`config.mk`:
```
export PLATFORM = sky130hd
export DESIGN_NAME = line_fetch_sched
export DESIGN_NICKNAME = d
export VERILOG_FILES = /design/src/rtl/line_fetch_sched.sv
export SDC_FILE = /design/constraint.sdc
export NUM_CORES = 1
export LEC_CHECK = 0
export ABC_CLOCK_PERIOD_IN_PS = 7100
export CAP_MARGIN = 20
export CORE_AREA = 8 8 146 148
export DETAILED_ROUTE_END_ITERATION = 7
export DIE_AREA = 0 0 154 156
export GPL_TIMING_DRIVEN = 0
export PLACE_DENSITY_LB_ADDON = 0.08
export SYNTH_ARGS = -nofsm -noshare
export SYNTH_HDL_FRONTEND = slang
export SYNTH_SLANG_ARGS = --single-unit
```
`constraint.sdc`:
```
create_clock -name clk -period 7.1 [get_ports clk]
set_clock_uncertainty 0.05 [all_clocks]
set_input_delay 1.065 -clock clk [delete_from_list [all_inputs] [get_ports clk]]
set_output_delay 1.065 -clock clk [all_outputs]
set_load 0.05 [all_outputs]
```
`src/rtl/line_fetch_sched.sv`:
```
// Line-fetch scheduler for the DVI output path: keeps a two-entry ping-pong line buffer
// filled ahead of active video by issuing burst reads, and flags lines that start unfilled.
module line_fetch_sched #(
  parameter int unsigned V_ACTIVE   = 720,
  parameter int unsigned LINE_WORDS = 320,
  parameter int unsigned BURST_LEN  = 32,
  parameter int unsigned ADDR_W     = 24,
  parameter int unsigned LEN_W      = 6
) (
  input  logic                          clk,
  input  logic                          resetn,
  input  logic                          hsync,
  input  logic                          vsync,
  input  logic                          data_en,
  input  logic [ADDR_W-1:0]             base_addr,
  output logic                          req_valid,
  input  logic                          req_ready,
  output logic [ADDR_W-1:0]             req_addr,
  output logic [LEN_W-1:0]              req_len,
  output logic                          req_buf,
  output logic [$clog2(LINE_WORDS)-1:0] req_offset,
  input  logic                          burst_done,
  output logic                          disp_buf,
  output logic [$clog2(V_ACTIVE)-1:0]   line_idx,
  output logic                          underrun
);

  localparam int unsigned OFF_W     = $clog2(LINE_WORDS);
  localparam int unsigned LINE_W    = $clog2(V_ACTIVE);
  localparam int unsigned WL_W      = $clog2(LINE_WORDS + 1);
  localparam logic [1:0]  QueueInit = (V_ACTIVE > 1) ? 2'b11 : 2'b01;

  typedef enum logic [1:0] {StIdle, StReq, StWait} state_e;

  state_e                      state_q, state_d;
  logic                        vsync_q, vsync_prev_q, de_q, de_prev_q;
  logic [ADDR_W-1:0]           frame_base_q, frame_base_d;
  logic [LINE_W-1:0]           line_idx_q, line_idx_d;
  logic                        disp_buf_q, disp_buf_d;
  logic [1:0]                  buf_full_q, buf_full_d;
  logic                        underrun_q, underrun_d;
  logic                        pending_q, pending_d;
  logic [1:0]                  q_valid_q, q_valid_d;
  logic [1:0][LINE_W-1:0]      q_line_q, q_line_d;
  logic                        fetch_buf_q, fetch_buf_d;
  logic [ADDR_W-1:0]           line_base_q, line_base_d;
  logic [WL_W-1:0]             words_left_q, words_left_d;
  logic [OFF_W-1:0]            offset_q, offset_d;

  logic                        frame_start, line_end, line_start;
  logic [31:0]                 len32;
  logic                        sel_buf;
  logic [WL_W-1:0]             wl_next;
  logic                        unused_hsync;

  assign unused_hsync = hsync;
  assign frame_start  = vsync_q & ~vsync_prev_q;
  assign line_end     = ~de_q & de_prev_q;
  assign line_start   = de_q & ~de_prev_q;

  assign disp_buf = disp_buf_q;
  assign line_idx = line_idx_q;
  assign underrun = underrun_q;

  always_comb begin
    state_d      = state_q;
    frame_base_d = frame_base_q;
    line_idx_d   = line_idx_q;
    disp_buf_d   = disp_buf_q;
    buf_full_d   = buf_full_q;
    underrun_d   = underrun_q;
    pending_d    = pending_q;
    q_valid_d    = q_valid_q;
    q_line_d     = q_line_q;
    fetch_buf_d  = fetch_buf_q;
    line_base_d  = line_base_q;
    words_left_d = words_left_q;
    offset_d     = offset_q;
    wl_next      = words_left_q;

    len32 = (32'(words_left_q) > BURST_LEN) ? BURST_LEN : 32'(words_left_q);

    // Oldest line first; outside a frame restart only the freed buffer is ever queued.
    if (q_valid_q == 2'b11) sel_buf = (q_line_q[1] < q_line_q[0]);
    else                    sel_buf = q_valid_q[1];

    unique case (state_q)
      StIdle: begin
        if (pending_q) begin
          pending_d   = 1'b0;
          q_valid_d   = QueueInit;
          q_line_d[0] = '0;
          q_line_d[1] = LINE_W'(1);
        end else if (|q_valid_q) begin
          fetch_buf_d        = sel_buf;
          q_valid_d[sel_buf] = 1'b0;
          line_base_d  = frame_base_q + ADDR_W'(32'(q_line_q[sel_buf]) * LINE_WORDS);
          words_left_d = WL_W'(LINE_WORDS);
          offset_d     = '0;
          state_d      = StReq;
        end
      end
      StReq: begin
        if (req_ready) state_d = StWait;
      end
      StWait: begin
        if (burst_done) begin
          wl_next      = words_left_q - WL_W'(len32);
          words_left_d = wl_next;
          offset_d     = offset_q + OFF_W'(len32);
          if (wl_next == '0) begin
            if (!pending_q) buf_full_d[fetch_buf_q] = 1'b1;
            state_d = StIdle;
          end else if (pending_q) begin
            // Rest of a superseded line is not worth fetching.
            state_d = StIdle;
          end else begin
            state_d = StReq;
          end
        end
      end
      default: state_d = StIdle;
    endcase

    if (frame_start) begin
      frame_base_d = base_addr;
      line_idx_d   = '0;
      disp_buf_d   = 1'b0;
      buf_full_d   = 2'b00;
      underrun_d   = 1'b0;
      if (state_d == StIdle) begin
        pending_d   = 1'b0;
        q_valid_d   = QueueInit;
        q_line_d[0] = '0;
        q_line_d[1] = LINE_W'(1);
      end else begin
        pending_d = 1'b1;
        q_valid_d = 2'b00;
      end
    end else begin
      if (line_end) begin
        buf_full_d[disp_buf_q] = 1'b0;
        disp_buf_d             = ~disp_buf_q;
        if (line_idx_q != LINE_W'(V_ACTIVE - 1)) line_idx_d = line_idx_q + LINE_W'(1);
        if (32'(line_idx_q) + 32'd2 < V_ACTIVE) begin
          q_valid_d[disp_buf_q] = 1'b1;
          q_line_d[disp_buf_q]  = line_idx_q + LINE_W'(2);
        end
      end
      if (line_start && !buf_full_q[disp_buf_q]) underrun_d = 1'b1;
    end

    req_valid  = (state_q == StReq);
    req_addr   = req_valid ? line_base_q + ADDR_W'(offset_q) : '0;
    req_len    = req_valid ? LEN_W'(len32) : '0;
    req_buf    = req_valid ? fetch_buf_q : 1'b0;
    req_offset = req_valid ? offset_q : '0;
  end

  always_ff @(posedge clk) begin
    if (!resetn) begin
      state_q      <= StIdle;
      vsync_q      <= 1'b0;
      vsync_prev_q <= 1'b0;
      de_q         <= 1'b0;
      de_prev_q    <= 1'b0;
      frame_base_q <= '0;
      line_idx_q   <= '0;
      disp_buf_q   <= 1'b0;
      buf_full_q   <= 2'b00;
      underrun_q   <= 1'b0;
      pending_q    <= 1'b0;
      q_valid_q    <= 2'b00;
      q_line_q     <= '0;
      fetch_buf_q  <= 1'b0;
      line_base_q  <= '0;
      words_left_q <= '0;
      offset_q     <= '0;
    end else begin
      state_q      <= state_d;
      vsync_q      <= vsync;
      vsync_prev_q <= vsync_q;
      de_q         <= data_en;
      de_prev_q    <= de_q;
      frame_base_q <= frame_base_d;
      line_idx_q   <= line_idx_d;
      disp_buf_q   <= disp_buf_d;
      buf_full_q   <= buf_full_d;
      underrun_q   <= underrun_d;
      pending_q    <= pending_d;
      q_valid_q    <= q_valid_d;
      q_line_q     <= q_line_d;
      fetch_buf_q  <= fetch_buf_d;
      line_base_q  <= line_base_d;
      words_left_q <= words_left_d;
      offset_q     <= offset_d;
    end
  end

endmodule
```
# Word-level counts from Yosys, hierarchy flattened
# Index checks and enable logic that the tools add are counted.
# Widths: inputs -> output; s select.
totals:
  wordCells: 127
  inputBits: 31
  reg_bits: 110
  output_inout_bits: 53
classes:
  n_bitwise: 15
  eq_ne: 7
  n_lt_le_gt_ge: 9
  reduce_logical: 15
  muxes: 55
  n_addsub: 7
  multipliers: 1
op_table:
  columns: ["operator", "n"]
  rows:
  - ["$mux 20", 6]
  - ["$mux 9", 8]
  - ["$pmux 9 s2", 2]
  - ["$mux 2", 16]
  - ["$mux 10", 3]
  - ["$add 24x19->24", 1]
  - ["$add 24x9->24", 1]
  - ["$mux 24", 1]
  - ["$bwmux 20", 1]
  - ["$mul 10x3->13 const B", 1]
  - ["$mux 1", 12]
  - ["$add 10x2->11 const B", 1]
  - ["$lt 11x10->1 const B", 1]
  - ["$add 10x1->10 const B", 1]
  - ["$add 10x2->10 const B", 1]
  - ["$demux 10 s1", 1]
  - ["$lt 10x10->1", 1]
  - ["$ne 10x10->1 const B", 1]
  - ["$add 9x9->9", 1]
  - ["$gt 9x6->1 const B", 1]
  - ["$logic_not 9->1", 1]
  - ["$sub 9x9->9", 1]
  - ["$lt 1x2->1 const B", 3]
  - ["$mux 6", 1]
  - ["19 further kinds", 42]

# Longest topological paths before layout
# Gate-level depths: netlist (run 1).
depth:
  depth_word: 15
  depth_mapped: 28

# Worst setup path before layout (run 1)
# Ideal clock, no wire load.
synth_timing:
  path_kind: "register to register"
  from: "reg q_line_q[2] (netlist name)"
  to: "reg line_base_q[21]"
  path_stages_with_launch: 26
  synth_period_minus_slack_ps: 5321
  arrival_ps: 5180
  setup_ps: 91
  required_ps: 6959
  slack_ps: 1779
  path_buffers: 1
  cell_sequence: "dfxtp_1 inv_1 ha_1 a21o_1 a31oi_1 o21ai_0 nand4_1 nand3_1 buf_1 mux2_2 ha_1 ha_1 a21o_1 a21oi_1 nor2b_1 o21a_1 o21a_1 o21ai_0 xnor2_1 ha_1 nand2_1 a2111oi_0 o31a_1 o41ai_1 or3_1 a311oi_1"
synth_between:
  elab_chain_len: 6
synth_lines:
  columns: ["item", "line_no", "rtl"]
  rows:
  - ["start: declaration", "44", "logic [1:0][LINE_W-1:0] q_line_q, q_line_d;"]
  - ["start signal: assignment", "192", "q_line_q <= q_line_d;"]
  - ["$lt 10x10->1", "84", "if (q_valid_q == 2'b11) sel_buf = (q_line_q[1] < q_line_q[0]);"]
  - ["$mux 1", "84", null]
  - ["$mux 10 (not written as such) * (2 in a row)", "97", "line_base_d = frame_base_q + ADDR_W'(32'(q_line_q[sel_buf]) * LINE_WORDS);"]
  - ["$mul 10x3->13 *", "97", null]
  - ["$add 24x19->24 *", "97", null]
  - ["end signal: assignment", "194", "line_base_q <= line_base_d;"]
  - ["end: declaration", "46", "logic [ADDR_W-1:0] line_base_q, line_base_d;"]
# Mark *: on every way between the ends. The rest lies on a longest branch, timed or not. The select of a mux whose other input is x is not followed.
# A chain may end at the register's enable or synchronous reset.

# Worst setup path after layout (run 1)
layout_timing:
  from: "reg q_line_q[2] (netlist name)"
  to: "reg line_base_q[23]"
# Same word-level chain as after synthesis.

==> reports/qor.yml, run 1 <==
grt_setup_unrepaired: "false"
place_ws_ps: 874
hold_slack_ps: 405
period_needed_ps: 6230
dr_wl_met2_um: 9150
synthArstFlopShare_pct: 0
p_switching_mw: 0.439
fmax_mhz: 161
gp_congestion: 0.767
insertion_delay_ps: 360
stdcell_count: 1225
clk_root_buffer_cell: "clkbuf_16"
cts_hold_buf: 0
power_frac_clock_pct: 36.5
critPathKind: "register to register"
nNetsFinal: 1078
final_cell_area_sq_um: 8480
status: "finished, final reports clean"
fillers: 1996
seq_area_frac_synth_pct: 31.1
wl_met1_um: 9560
clock-sinks: 110
drive_gt1_share_pct: 5.17
die_w_um: 154
setup_slack_ps: 874
cts_buffer_depth: 2
path_clk_slew_ps: 80
fin_crit_sh_pct: 87.7
worst-path-max-fanout: 10
antenna_found_initial: 0
top_layer_used: "met4"
critical_path_arrival_ps: 6400
drv_slew: 0
post_drt_wl_per_cell_um: 16.0
vias: 6328
post-cts-setup-buffer-count: 0
grt_pass1_vias: 6265
route.met3.wl_um: 675
p_comb_share_pct: 17.0
htreeDepth: 3
place_area_sq_um: 8190
finalHoldViolCount: 0
coreArea_sq_um: 19100
synth_warnings: 0
ant_nets: 0
fin_tns_setup_ps: 0
dieArea_sq_um: 24000
io_pins: 84
max_slew_margin_pct: 43.3
synth_ff_type: "dfxtp_1"
viasPerCell: 5.17
avgSynthCellArea_sq_um: 7.96
seq_power_share_pct: 46.5
final-setup-viol-count: 0
yosys_register_bits: 110
grt_overflow: 0
peakVddDrop_v: 0.000119
syn_area_sq_um: 7080
power_density_nw_per_um2: 167
routed_wl_um: 19600
maxCapViolations: 0
most-common-layout-cells: "nand2_1, dfxtp_1, nor2_1"
switching_share_pct: 30.9
synth_edf_count: 0
worstPathRequired_ps: 7280
cts_buffers: 9
antenna_cells: 0
min_path_type: "register to register"
synth_cells: 889
row_count: 51
cts_tree: "done"
remaining_drc_errors: 0
synth.distinct_cells: 67
drt_iter0_drc: 315
cts_resized: 0
crit_path_end_kind: "register"
p_leak_nw: 3.38
hpwl_um: 15200
syn_to_final_growth_pct: 19.9
gr-usage-all-layers_pct: 16.7
dr.pass1.iters: 4
synth_area_leader_cell: "dfxtp_1"
synth_area_leaders: "dfxtp_1, ha_1, nand2_1, a21oi_1, nor2_1"
startpoint_type: "register"
synth_top_area_share_pct: 31.1
worstMarginPinSlew_ps: 845
final_common_cell: "nand2_1"
grt_pass1_wl_um: 32200
io_buffers: 81
grt_max_degree: 20
dp_cells: 1209
floorplan.initialDensity_pct: 37.1
intPower_mw: 0.982
die_h_um: 156
-- registers in the layout, summed over array words and instances, names as in the netlist --
signal,count
offset_q,9
pending_q,1
line_idx,10
buf_full_q,2
q_valid_q,2
state_q,2
underrun,1
disp_buf,1
de_q,1
de_prev_q,1
q_line_q,20
words_left_q,9
vsync_prev_q,1
line_base_q,24
fetch_buf_q,1
vsync_q,1
frame_base_q,24
-- worst max-delay path: stages (launching register included) --
cell,delay (ps)
dfxtp_1,350
inv_1,50
ha_1,290
a21o_1,110
a31oi_1,40
o21ai_0,200
nand4_1,150
nand3_1,190
buf_1,490
mux2_2,460
ha_1,330
ha_1,300
a21o_1,180
a21oi_1,220
nor2b_1,80
o21a_1,190
o21a_1,200
o21ai_0,220
xnor2_1,180
ha_1,320
nand2_1,110
a2111oi_0,70
o31a_1,150
o41ai_1,660
and3b_1,270
xnor2_1,140
a21oi_1,80
-- cells by family after synthesis --
kind of cell	share of synthesized area (%)
AND/OR/NAND/NOR	22.6
AO/OA/AOI/OAI	20.8
flip-flops	31.1
buffers and inverters	4.24
adder cells (fa/ha/maj)	11.9
XOR/XNOR	7.43
multiplexers	1.86
other	0.106
-- cell type report --
class                           count  area, sq um  area share, %
Buffer                             43          195           2.30
Clock buffer                       11          243           2.86
Clock inverter                      5         52.6          0.619
Inverter                           28          105           1.24
Multi-Input combinational cell    709         4580           54.0
Sequential cell                   110         2200           26.0
Tap cell                          238          298           3.51
Timing Repair Buffer               81          811           9.56
-- power by group through the flow --
stage	clock network [mW]	logic [mW]	registers, mW
2_1_floorplan	0	0.162	0.671
3_3_place_gp	0	0.244	0.674
3_5_place_dp	0	0.244	0.674
4_1_cts	0.537	0.245	0.660
5_1_grt	0.556	0.268	0.664
6_report	0.519	0.242	0.660
-- metrics by stage --
stage | total power [mW] | util, %
floorplan | 0.833 | -
global placement | 0.918 | 42.9
detailed placement | 0.918 | 42.9
CTS | 1.44 | 44.5
global route | 1.49 | 44.5
finish | 1.42 | 44.5
-- per-layer routing --
metal	up-vias	track usage, %
met5	-	0
met4	0	4.95
met3	11	3.02
met2	99	28.3
met1	2920	21.1
li1	3298	-
-- path summary, 6_finish.rpt --
kind | from | endpoint | slack (ps) | cells after the start
setup / recovery | q_line_q[2]$_SDFF_PN0_ | line_base_q[23]$_SDFFE_PN0P_ | 870 | 26
hold / removal | frame_base_q[4]$_SDFFE_PN0P_ | line_base_q[4]$_SDFFE_PN0P_ | 400 | 2
setup reg to reg | q_line_q[2]$_SDFF_PN0_ | line_base_q[23]$_SDFFE_PN0P_ | 870 | 26
hold reg to reg | frame_base_q[4]$_SDFFE_PN0P_ | line_base_q[4]$_SDFFE_PN0P_ | 400 | 2
-- synth_stat cells (13+ instances only) --
cell type and count:
dfxtp_1 110, nand2_1 133, and2_1 22, inv_1 26
xor2_1 32, ha_1 61, nor3_1 19, clkbuf_1 32
nor2_1 89, nand3_1 24, xnor2_1 28, a21oi_1 87
a21o_1 13, o21ai_0 38
Power figures use the tool's default switching activity.
==> run 2, diff against run 1 <==
--- a/config.mk
+++ b/config.mk
@@ -7,11 +7,12 @@
 export LEC_CHECK = 0
 export ABC_CLOCK_PERIOD_IN_PS = 7100
 export CAP_MARGIN = 20
-export CORE_AREA = 8 8 146 148
+export CORE_AREA = 2 2 140 142
 export DETAILED_ROUTE_END_ITERATION = 7
-export DIE_AREA = 0 0 154 156
+export DIE_AREA = 0 0 142 144
 export GPL_TIMING_DRIVEN = 0
 export PLACE_DENSITY_LB_ADDON = 0.08
+export REMOVE_ABC_BUFFERS = 1
 export SYNTH_ARGS = -nofsm -noshare
 export SYNTH_HDL_FRONTEND = slang
 export SYNTH_SLANG_ARGS = --single-unit
==> reports/qor.yml, run 2 (synthesized netlist as in run 1, its figures left out) <==
ant_nets: 0
max_slew_margin_pct: 29.4
gp_congestion: 0.780
final-setup-viol-count: 0
remaining_drc_errors: 0
utilization_pct: 44.2
slowest_delay_ps: 690
clock-sinks: 110
cts_buffers: 9
path_common_cell: "ha_1"
final-seq-area_sq_um: 2200
p_leak_nw: 3.36
path_clk_slew_ps: 80
worstPathRequired_ps: 7300
die_w_um: 142
grt_max_degree: 38
syn_to_final_growth_pct: 19.2
startpoint_type: "register"
grt_overflow: 0
hpwl_um: 13200
cts_resized: 0
die_h_um: 144
period_needed_ps: 6070
multi_input_area_sq_um: 4590
final_cell_area_sq_um: 8440
post_drt_wl_per_cell_um: 15.3
top_regs: "frame_base_q: 24 flops, line_base_q: 24 flops, q_line_q: 20 flops"
io_buffers: 82
drt_iter0_drc: 218
peakVddDrop_v: 0.000124
maxCapViolations: 0
fillers: 1983
worstMarginPinSlew_ps: 1060
final_common_cell: "nand2_1"
critical_path_arrival_ps: 6270
insertion_delay_ps: 360
drive_gt1_share_pct: 5.77
vias: 6140
floorplan.initialDensity_pct: 37.1
post-cts-setup-buffer-count: 0
crit_slowest_cell: "o41ai_1"
cts_hold_buf: 0
viasPerCell: 5.16
grt_setup_unrepaired: "false"
io_pins: 84
place_ws_ps: 960
cts_tree: "done"
gr-usage-all-layers_pct: 18.6
worst-path-max-fanout: 12
coreArea_sq_um: 19100
place_area_sq_um: 8100
htreeDepth: 3
row_count: 51
critPathKind: "register to register"
drv_slew: 0
dieArea_sq_um: 20400
dr.pass1.iters: 4
routed_wl_um: 18200
antenna_found_initial: 0
r2r_slack_ps: 1030
antenna_cells: 0
clk_root_buffer_cell: "clkbuf_16"
grt_pass1_vias: 6064
min_path_type: "register to register"
worst-path-buf-inv: 1
fin_tns_setup_ps: 0
crit_path_end_kind: "register"
most-common-layout-cells: "nand2_1, dfxtp_1, nor2_1"
power_density_nw_per_um2: 170
critical-path-top-delay-family: "compound AO/OA/AOI/OAI gates"
power_mw: 1.44
nNetsFinal: 1044
cts_buffer_depth: 2
status: "finished, final reports clean"
finalHoldViolCount: 0
setup_slack_ps: 1030
grt_pass1_wl_um: 30500
fin_crit_sh_pct: 85.6
fmax_mhz: 165
==> run 2: changes by cell type in the layout (fill, tap and decap cells not counted), moves of 2 or more <==
| cell | previous run | this run |
|---|---|---|
| clkbuf_1 | 33 | 0 |
| buf_4 | 3 | 1 |
| buf_1 | 3 | 0 |
| buf_2 | 3 | 1 |
| inv_8 | 2 | 0 |
| clkinv_4 | 0 | 2 |
==> run 2: power by group <==
| part | switching (mW) | internal, mW |
|---|---|---|
| clock | 0.252 | 0.286 |
| sequential | 0.0254 | 0.639 |
| combinational | 0.145 | 0.0884 |
==> run 2: path summary, 6_finish.rpt <==
check	cells past startpoint	end	start
worst max-delay path	25	line_base_q[23]$_SDFFE_PN0P_	q_line_q[2]$_SDFF_PN0_
worst min-delay path	2	line_base_q[5]$_SDFFE_PN0P_	frame_base_q[5]$_SDFFE_PN0P_
worst max register to register	25	line_base_q[23]$_SDFFE_PN0P_	q_line_q[2]$_SDFF_PN0_
worst min register to register	2	line_base_q[5]$_SDFFE_PN0P_	frame_base_q[5]$_SDFFE_PN0P_
==> run 2: through the flow <==
stage               hold slack (ps)  instances
CTS                             405       1189
floorplan                       382        847
finish                          404       1191
detailed placement              394       1173
global placement                390       1167
global route                    425       1191
==> run 2: area by class of cell <==
class	instances	area share [%]
clock buffer	10	2.83
inverter	28	1.25
clock inverter	6	0.816
timing repair buffer	90	11.1
tap	238	3.53
sequential	110	26.1
multi-input combinational	709	54.4
==> run 2: routing by layer <==
layer  routed length [um]  up-vias  GRT usage [%]
met3                  396        8           2.62
met2                 8670       66           32.3
met1                 9060     2832           24.6
met4                  123        0           3.95
met5                    0        -              0
li1                     -     3234              -
==> run 2: worst reg2reg max path: cells and delay by family (launching register included) <==
family	cells	cell delay, ps
AO/OA/AOI/OAI	12	2400
adder cells (fa/ha/maj)	4	1240
multiplexers	1	500
buffers and inverters	1	60
AND/OR/NAND/NOR	5	1050
flip-flops	1	370
XOR/XNOR	2	310
==> run 3, diff against run 2 <==
--- a/config.mk
+++ b/config.mk
@@ -5,7 +5,7 @@
 export SDC_FILE = /design/constraint.sdc
 export NUM_CORES = 1
 export LEC_CHECK = 0
-export ABC_CLOCK_PERIOD_IN_PS = 7100
+export ABC_CLOCK_PERIOD_IN_PS = 7350
 export CAP_MARGIN = 20
 export CORE_AREA = 2 2 140 142
 export DETAILED_ROUTE_END_ITERATION = 7
==> constraint.sdc (replaced) <==
create_clock -name clk -period 7.35 [get_ports clk]
set_clock_uncertainty 0.05 [all_clocks]
set_input_delay 1.1025 -clock clk [delete_from_list [all_inputs] [get_ports clk]]
set_output_delay 1.1025 -clock clk [all_outputs]
set_load 0.05 [all_outputs]
==> results of run 3 <==
The final DEF is identical to that of run 2. Status: finished, final reports clean.
Among the figures that moved: setup slack after placement 960 ps -> 1210 ps; setup slack after layout 1030 ps -> 1280 ps; register-to-register setup slack 1030 ps -> 1280 ps; total power 1.44 mW -> 1.39 mW; worst IR drop on VDD 0.000124 V -> 0.000120 V
